`src/rtl/fifo_rd_pkg.sv`:
```
// Shared types and constants for the FIFO read-side controller.
// Defining FIFO_RD_PARITY_EN adds a parity bit to each buffered beat.
package fifo_rd_pkg;

    localparam int DATA_W_DFLT = 8;

    typedef enum logic [1:0] {
        IDLE  = 2'd0,
        RUN   = 2'd1,
        DRAIN = 2'd2
    } rd_state_e;

    // Beat-counter width; a single-beat burst still needs a one-bit counter.
    function automatic int cnt_width(input int burst_len);
        return (burst_len <= 2) ? 1 : $clog2(burst_len);
    endfunction

endpackage

```
`src/rtl/fifo_rd_skid.sv`:
```
// Holding buffer for read-back bytes. Entry 0 is always the stream head, so the
// head data and valid come straight from registers.
module fifo_rd_skid #(
    parameter  int WIDTH = 8,
    parameter  int DEPTH = 2,
    localparam int OCC_W = $clog2(DEPTH + 1)
) (
    input  logic             clk,
    input  logic             rst,
    input  logic             push,
    input  logic [WIDTH-1:0] din,
    input  logic             ready,
    output logic [WIDTH-1:0] head_data,
    output logic             head_valid,
    output logic [OCC_W-1:0] occ,
    output logic             pop
);

    logic [WIDTH-1:0] ent_r  [DEPTH];
    logic [WIDTH-1:0] ent_nx [DEPTH];
    logic [DEPTH-1:0] vld_r;
    logic [DEPTH-1:0] vld_nx;
    logic [OCC_W-1:0] occ_r;
    logic [OCC_W-1:0] occ_nx;
    logic [OCC_W-1:0] wr_idx_s;
    logic             pop_s;

    assign pop_s      = vld_r[0] & ready;
    assign pop        = pop_s;
    assign head_data  = ent_r[0];
    assign head_valid = vld_r[0];
    assign occ        = occ_r;

    // Shift toward the head on pop, then place a pushed entry just past the survivors.
    always_comb begin
        ent_nx   = ent_r;
        vld_nx   = vld_r;
        wr_idx_s = occ_r - OCC_W'(pop_s);
        occ_nx   = occ_r + OCC_W'(push) - OCC_W'(pop_s);
        for (int i = 0; i < DEPTH - 1; i++) begin
            ent_nx[i] = pop_s ? ent_r[i+1] : ent_r[i];
            vld_nx[i] = pop_s ? vld_r[i+1] : vld_r[i];
        end
        ent_nx[DEPTH-1] = pop_s ? {WIDTH{1'b0}} : ent_r[DEPTH-1];
        vld_nx[DEPTH-1] = pop_s ? 1'b0 : vld_r[DEPTH-1];
        for (int i = 0; i < DEPTH; i++) begin
            ent_nx[i] = (push && (OCC_W'(i) == wr_idx_s)) ? din : ent_nx[i];
            vld_nx[i] = (push && (OCC_W'(i) == wr_idx_s)) | vld_nx[i];
        end
    end

    // Buffer storage and occupancy registers.
    always_ff @(posedge clk or posedge rst) begin
        if (rst) begin
            for (int i = 0; i < DEPTH; i++) begin
                ent_r[i] <= {WIDTH{1'b0}};
            end
            vld_r <= {DEPTH{1'b0}};
            occ_r <= {OCC_W{1'b0}};
        end else begin
            ent_r <= ent_nx;
            vld_r <= vld_nx;
            occ_r <= occ_nx;
        end
    end

endmodule

```
`src/rtl/fifo_read_ctrl.sv`:
```
// Drain-side FIFO read controller: issues reads only when the skid buffer has room,
// and re-presents bytes as a framed valid/ready stream. Option: FIFO_RD_PARITY_EN.
module fifo_read_ctrl
    import fifo_rd_pkg::*;
#(
    parameter int DATA_W     = DATA_W_DFLT,
    parameter int BURST_LEN  = 4,
    parameter int SKID_DEPTH = 2
) (
    input  logic              r_clk,
    input  logic              reset,
    input  logic              rd_enable,
    input  logic              fifo_empty,
    output logic              fifo_r_en,
    input  logic [DATA_W-1:0] fifo_data,
    output logic [DATA_W-1:0] m_data,
    output logic              m_valid,
    input  logic              m_ready,
    output logic              m_last,
`ifdef FIFO_RD_PARITY_EN
    output logic              m_parity,
`endif
    output logic              busy
);

    localparam int CNT_W = cnt_width(BURST_LEN);
    localparam int OCC_W = $clog2(SKID_DEPTH + 1);
    localparam int SUM_W = OCC_W + 1;
`ifdef FIFO_RD_PARITY_EN
    localparam int ENT_W = DATA_W + 1;

    function automatic logic calc_parity(input logic [DATA_W-1:0] d);
        return ^d;
    endfunction
`else
    localparam int ENT_W = DATA_W;
`endif

    rd_state_e        state_r;
    rd_state_e        state_nx;
    logic             inflight_r;
    logic [CNT_W-1:0] beat_cnt_r;
    logic             last_beat_s;
    logic             rd_en_s;
    logic [OCC_W-1:0] occ_s;
    logic             pop_s;
    logic             head_valid_s;
    logic [ENT_W-1:0] head_s;
    logic [ENT_W-1:0] push_din_s;

`ifdef FIFO_RD_PARITY_EN
    assign push_din_s = {calc_parity(fifo_data), fifo_data};
    assign m_parity   = head_s[DATA_W];
`else
    assign push_din_s = fifo_data;
`endif

    fifo_rd_skid #(
        .WIDTH (ENT_W),
        .DEPTH (SKID_DEPTH)
    ) u_skid (
        .clk        (r_clk),
        .rst        (reset),
        .push       (inflight_r),
        .din        (push_din_s),
        .ready      (m_ready),
        .head_data  (head_s),
        .head_valid (head_valid_s),
        .occ        (occ_s),
        .pop        (pop_s)
    );

    // Count in-flight plus held bytes against the space a same-cycle pop frees.
    assign rd_en_s = (state_r == RUN) && !fifo_empty &&
                     ((SUM_W'(occ_s) + SUM_W'(inflight_r)) <
                      (SUM_W'(SKID_DEPTH) + SUM_W'(pop_s)));

    assign last_beat_s = (beat_cnt_r == CNT_W'(BURST_LEN - 1));
    assign fifo_r_en   = rd_en_s;
    assign m_data      = head_s[DATA_W-1:0];
    assign m_valid     = head_valid_s;
    assign m_last      = head_valid_s & last_beat_s;
    assign busy        = (state_r != IDLE);

    // Next-state logic; a reasserted rd_enable takes priority over finishing the drain.
    always_comb begin
        state_nx = state_r;
        case (state_r)
            IDLE: begin
                if (rd_enable) state_nx = RUN;
                else           state_nx = IDLE;
            end
            RUN: begin
                if (!rd_enable) state_nx = DRAIN;
                else            state_nx = RUN;
            end
            DRAIN: begin
                if (rd_enable)                                     state_nx = RUN;
                else if (!inflight_r && (occ_s == {OCC_W{1'b0}})) state_nx = IDLE;
                else                                               state_nx = DRAIN;
            end
            default: state_nx = IDLE;
        endcase
    end

    // State register and one-cycle read-latency tracker.
    always_ff @(posedge r_clk or posedge reset) begin
        if (reset) begin
            state_r    <= IDLE;
            inflight_r <= 1'b0;
        end else begin
            state_r    <= state_nx;
            inflight_r <= rd_en_s;
        end
    end

    // Burst framing counter advances only on accepted beats.
    always_ff @(posedge r_clk or posedge reset) begin
        if (reset) begin
            beat_cnt_r <= {CNT_W{1'b0}};
        end else if (pop_s) begin
            beat_cnt_r <= last_beat_s ? {CNT_W{1'b0}} : (beat_cnt_r + CNT_W'(1));
        end else begin
            beat_cnt_r <= beat_cnt_r;
        end
    end

endmodule

```
`config.mk`:
```
export PLATFORM = sky130hd
export DESIGN_NAME = fifo_read_ctrl
export DESIGN_NICKNAME = d
export VERILOG_FILES = /design/src/rtl/fifo_rd_pkg.sv /design/src/rtl/fifo_rd_skid.sv /design/src/rtl/fifo_read_ctrl.sv
export SDC_FILE = /design/constraint.sdc
export NUM_CORES = 1
export LEC_CHECK = 0
export BUFFER_PORTS_ARGS = -buffer_cell sky130_fd_sc_hd__buf_2
export CAP_MARGIN = 20
export CORE_MARGIN = 5
export CORE_UTILIZATION = 48
export CTS_CLUSTER_SIZE = 24
export DETAILED_ROUTE_END_ITERATION = 6
export GPL_ROUTABILITY_DRIVEN = 0
export PLACE_DENSITY = 0.83
export SETUP_SLACK_MARGIN = 0.3
export SYNTH_ARGS = -nofsm -noshare
export SYNTH_HDL_FRONTEND = slang
export SYNTH_SLANG_ARGS = --single-unit
```
`constraint.sdc`:
```
create_clock -name r_clk -period 1.4 [get_ports r_clk]
set_input_delay 0.28 -clock r_clk [delete_from_list [all_inputs] [get_ports r_clk]]
set_output_delay 0.28 -clock r_clk [all_outputs]
set_load 0.1 [all_outputs]
```
* Yosys cells after proc, flatten, opt, wreduce, memory -nomap -nowiden
Index checks and enable logic that the tools add are counted.
W data, S select, Z words.
** Storage, ports and cells
- Flip-flop bits (word level) :: 25
- Input port bits :: 13
- Output and inout bits :: 12
- Word-level logic and storage cells :: 47
** Operators by class
- Add/subtract/negate cells :: 6
- Order comparisons :: 1
- Eq/ne operators :: 4
- Muxes and demuxes :: 12
- Bitwise operators :: 4
- Reductions and logical operators :: 13
** Operator list (number)
- $mux W8 :: 4
- $mux W2 :: 4
- $logic_not A2 Y1 :: 3
- $pmux W2 S3 :: 1
- $reduce_bool A2 Y1 :: 3
- $logic_and A1 B1 Y1 :: 5
- $eq A2 B2 Y1 const B :: 2
- $sub A2 B1 Y2 :: 2
- $add A2 B1 Y3 :: 1
- $add A2 B1 Y3 const A :: 1
- $lt A3 B3 Y1 :: 1
- $mux W1 :: 3
- $add A2 B1 Y2 :: 1
- $add A2 B1 Y2 const B :: 1
- $and A1 B1 Y1 :: 2
- $eq A1 B2 Y1 const A :: 1
- $eq A2 B1 Y1 const B :: 1
- $logic_not A1 Y1 :: 2
- $or A1 B1 Y1 :: 2

* Depth between registers and ports, before layout
- Depth after elaboration :: 5
- Mapped depth :: 5
- Mapped depth without buffers :: 5

* By module
From an unflattened synthesis, not the netlist that was laid out.
** Second synthesis, totals
- Cells, all modules :: 93
- Area total of the unflattened synthesis :: 1243.7 um^2
** Modules (own cells, without submodules)
- fifo_rd_skid :: times used 1, cells an instance 71, area each 970.9 um^2
- fifo_read_ctrl :: times used 1, cells an instance 22, area each 272.8 um^2

* Least setup slack after synthesis
OpenSTA, ideal clock, no wires.
- Path type :: reg-to-reg
- Start :: register u_skid.vld_r[0]
- End :: register inflight_r
- Data arrival time :: 4806 ps
- Slack :: -3852 ps
- Cell stages (with the launch flop) :: 5
- Path buffers :: 1
- Period minus slack after synthesis :: 5252 ps
- Cells stage by stage :: dfrtp_1 -> nand2_1 -> buf_2 -> o21ai_0 -> nor4b_1
** On the way
- Cells in the longest elaborated chain, start to end :: 4
** RTL lines
- start, declared :: RTL line fifo_rd_skid.sv:21 : logic [DEPTH-1:0] vld_r;
- start signal, assigned :: RTL line fifo_rd_skid.sv:58 : vld_r <= {DEPTH{1'b0}};
- start signal, assigned :: RTL line fifo_rd_skid.sv:62 : vld_r <= vld_nx;
- $and A1 B1 Y1 :: RTL line fifo_rd_skid.sv:28 : assign pop_s = vld_r[0] & ready;
- $add A2 B1 Y3 :: RTL line fifo_read_ctrl.sv:76 : (SUM_W'(SKID_DEPTH) + SUM_W'(pop_s)));
- $lt A3 B3 Y1 :: RTL line fifo_read_ctrl.sv:75 : ((SUM_W'(occ_s) + SUM_W'(inflight_r)) <
- $logic_and A1 B1 Y1 :: RTL line fifo_read_ctrl.sv:74 : assign rd_en_s = (state_r == RUN) && !fifo_empty &&
- via fifo_r_en :: RTL line fifo_read_ctrl.sv:14 : output logic fifo_r_en,
- end signal, assigned :: RTL line fifo_read_ctrl.sv:113 : inflight_r <= rd_en_s;
- end, declared :: RTL line fifo_read_ctrl.sv:41 : logic inflight_r;
The timed path passes the listed nets, and every way through them passes these cells.
A chain may end at the register's enable or synchronous reset.

* Worst setup path after layout
- Start :: register inflight_r
- End :: output port fifo_r_en
** On the way
- Cells in the longest elaborated chain, start to end :: 3
** RTL lines (RTL line)
- $add A2 B1 Y3 :: fifo_read_ctrl.sv:75
- $lt A3 B3 Y1 :: fifo_read_ctrl.sv:75
- $logic_and A1 B1 Y1 :: fifo_read_ctrl.sv:74
- end, declared :: fifo_read_ctrl.sv:14
No other way between the ends.

==> summary.md <==
| Metric | Value |
|---|---|
| Drt wl/cell | 21.3 um |
| Number of nets in the layout | 166 |
| Hold/Removal Path Class | in2reg |
| Reg2reg setup slack | -430 ps |
| #FFs+latches synth | 25 |
| Final WL | 3800 um |
| Post-synth EDFFs | 0 |
| Clk Latency, worst-skew pair | 330 ps |
| Diode count | 0 |
| Mapped Avg Cell Area | 13.4 um^2 |
| CP max stage delay | 420 ps |
| Worst-path maximum fanout | 2 |
| Post-Place Worst Slack | -306 ps |
| PortBufs | 24 |
| Pwr dens | 2340 mW/mm^2 |
| Mapped Nets | 108 |
| Critical-path cell list | ha_2, ha_4, o21ai_2, nor4b_4, buf_12 |
| Max-slew violations | 0 |
| Initial Util | 0.497 |
| RSZ-0062 raised after global routing | yes |
| Minimum clock period | 2010 ps |
| Boundary Pins | 25 |
| Seq/Total Area, Yosys | 0.513 |
| Initial antenna violation count | 0 |
| Post-DP HPWL | 1860 um |
| First-pass GRT wire length | 4960 um |
| Main flop type after synthesis | dfrtp_1 |
| Share of cells above drive strength 1 | 0.682 |
| Iteration count of the initial detailed-routing pass | 4 |
| Die Y | 60.4 um |
| CP Capture Type | output pin |
| Total GRT Usage | 0.190 |
| Slew margin rel. | 0.789 |
| Most frequent cells in the layout | dfrtp_1 (24), buf_4 (19), buf_6 (15), buf_12 (14), buf_2 (12) |
| Residual DRC count | 0 |
| Clock Skew | 2.86 ps |
| Slowest CP cell | dfrtp_1 |
| CTS Buf Count | 3 |
| Hold Fails Final Rpt | 0 |
| Total of max-cap violations | 0 |
| Final setup vio count | 27 |
| Violated checks | setup timing |
| Ys Warns | 0 |
| Final setup margin | -610 ps |
| Core area | 0.00245 mm^2 |
| Outcome | finished, violations left |
| Max Clk Rate | 497 MHz |
| Largest net degree at the start of global routing | 26 |
| CP startpoint kind | flip-flop |
| Grt ovf | 0 |
| Worst EP arrival | 1730 ps |
| Fill cells | 116 |
| Cell count after synthesis | 91 |
| Peak supply drop | 2.23 mV |
| CTS tree | yes |
| Commonest non-fill, non-tap cell in the layout | dfrtp_1 |
| Vias after detailed routing | 1001 |
| P_leak | 0.963 nW |
| Vias in the first global route | 988 |
| Tcrit/Tclk final | 1.44 |
| Synth-to-Final Area Change | 70.8% |
| Clock root buffer master | clkbuf_4 |
| Total power | 4.88 mW |
| Slew @ Worst Pin | 317 ps |
| Sink Count | 25 |
| Clock transition at path regs | 150 ps |
| Ys async rst share | 1.00 |
| Vias per cell | 5.62 |
| Maximum root-to-sink buffer count | 2 |
| Die X-Extent | 60.4 um |
| Die area | 0.00365 mm^2 |
| Register area | 629 um^2 |
| H-tree levels | 1 |
| Core Util, Final | 0.849 |
| CP Class | reg2out |
| Routed Antenna Nets | 0 |
| # rows | 18 |
| Mapped Area | 0.00122 mm^2 |
| DR iter-0 viols | 30 |
| Worst EP required | 1120 ps |
| Post-synth cell types | 27 |
| Multi-input gate area | 673 um^2 |
-- routing by layer --
| layer | wire (um) | GRT usage |
|---|---|---|
| met1 | 1410 | 0.217 |
| met2 | 2060 | 0.360 |
| met3 | 192 | 0.0362 |
| met4 | 133 | 0.0526 |
| met5 | 0 | 0 |
-- cell type report --
type / count / area share
clock inverters: 1 / 0.00360
well taps: 30 / 0.0180
multi-input cells: 53 / 0.323
clock buffers: 3 / 0.0108
flip-flops and latches: 25 / 0.302
inverters: 3 / 0.00541
repair buffers: 63 / 0.337
-- cell families after synthesis --
logic type	share of synthesized area
AOI/OAI and AO/OA	0.120
xor gates and xnor gates	0.0144
muxes	0.165
and+or+nand+nor	0.0810
DFF	0.513
buffers and inverters	0.0656
adders and majority gates	0.0410
-- synth_stat cells (all sizes together) (2+ instances only) --
| cell | instances | area, um^2 |
|---|---|---|
| a21boi | 2 | 15.0 |
| a21o | 2 | 15.0 |
| a32o | 8 | 80.1 |
| buf | 9 | 65.1 |
| dfrtp | 25 | 626 |
| ha | 4 | 50.1 |
| inv | 3 | 11.3 |
| mux2 | 17 | 191 |
| nand2b | 3 | 18.8 |
| nor4b | 2 | 32.5 |
| or2 | 2 | 12.5 |
| xnor2 | 2 | 17.5 |
-- through the flow --
stage / hold WS (ps) / setup TNS, ps / cells / instance area [um^2]
floorplan: 307 / -8170 / 91 / 1310
global placement: 334 / -2910 / 150 / 1550
global route: 76.0 / -10280 / 178 / 2080
CTS: 103 / -7390 / 168 / 1950
finish: 89.0 / -8880 / 178 / 2080
detailed placement: 342 / -3760 / 150 / 1550
-- worst paths after layout --
kind,from,end,cells past startpoint
max in group asynchronous,reset,u_skid.vld_r[0],4
worst max register to register,u_skid.vld_r[0],u_skid.head_data[5],8
worst min-delay path,rd_enable,state_r[1],2
worst min register to register,u_skid.ent_r[7],u_skid.ent_r[7],1
min in group asynchronous,reset,u_skid.head_data[4],4
worst max-delay path,inflight_r,fifo_r_en,5
-- worst max-delay path: cells and delay by family (launching register included) --
| family | cells | cell delay, ps |
|---|---|---|
| simple gates | 1 | 300 |
| buf+inv | 1 | 220 |
| flops | 1 | 420 |
| fa+ha+maj | 2 | 410 |
| compound gates | 1 | 60 |
-- where the power goes --
part | internal (mW) | leakage (nW) | switching, mW
logic | 1.57 | 0.630 | 1.71
clock network | 0.109 | 0.0139 | 0.237
registers | 1.02 | 0.319 | 0.241
total | 2.69 | 0.963 | 2.19
-- timing repair --
item	in CTS	in global routing
setup endpoints to repair	36	36
buffers inserted	11	10
hold buffers	1	0
cloned	2	0
hold endpoints to repair	25	0
pin swaps	13	5
resized for setup	59	15
-- registers in the layout (all words and copies together), names as in the netlist --
register / flops
u_skid.ent_r: 8
u_skid.head_data: 8
beat_cnt_r: 2
state_r: 2
u_skid.occ: 2
u_skid.vld_r: 2
inflight_r: 1
No activity file was read; power rests on OpenSTA's default activity.
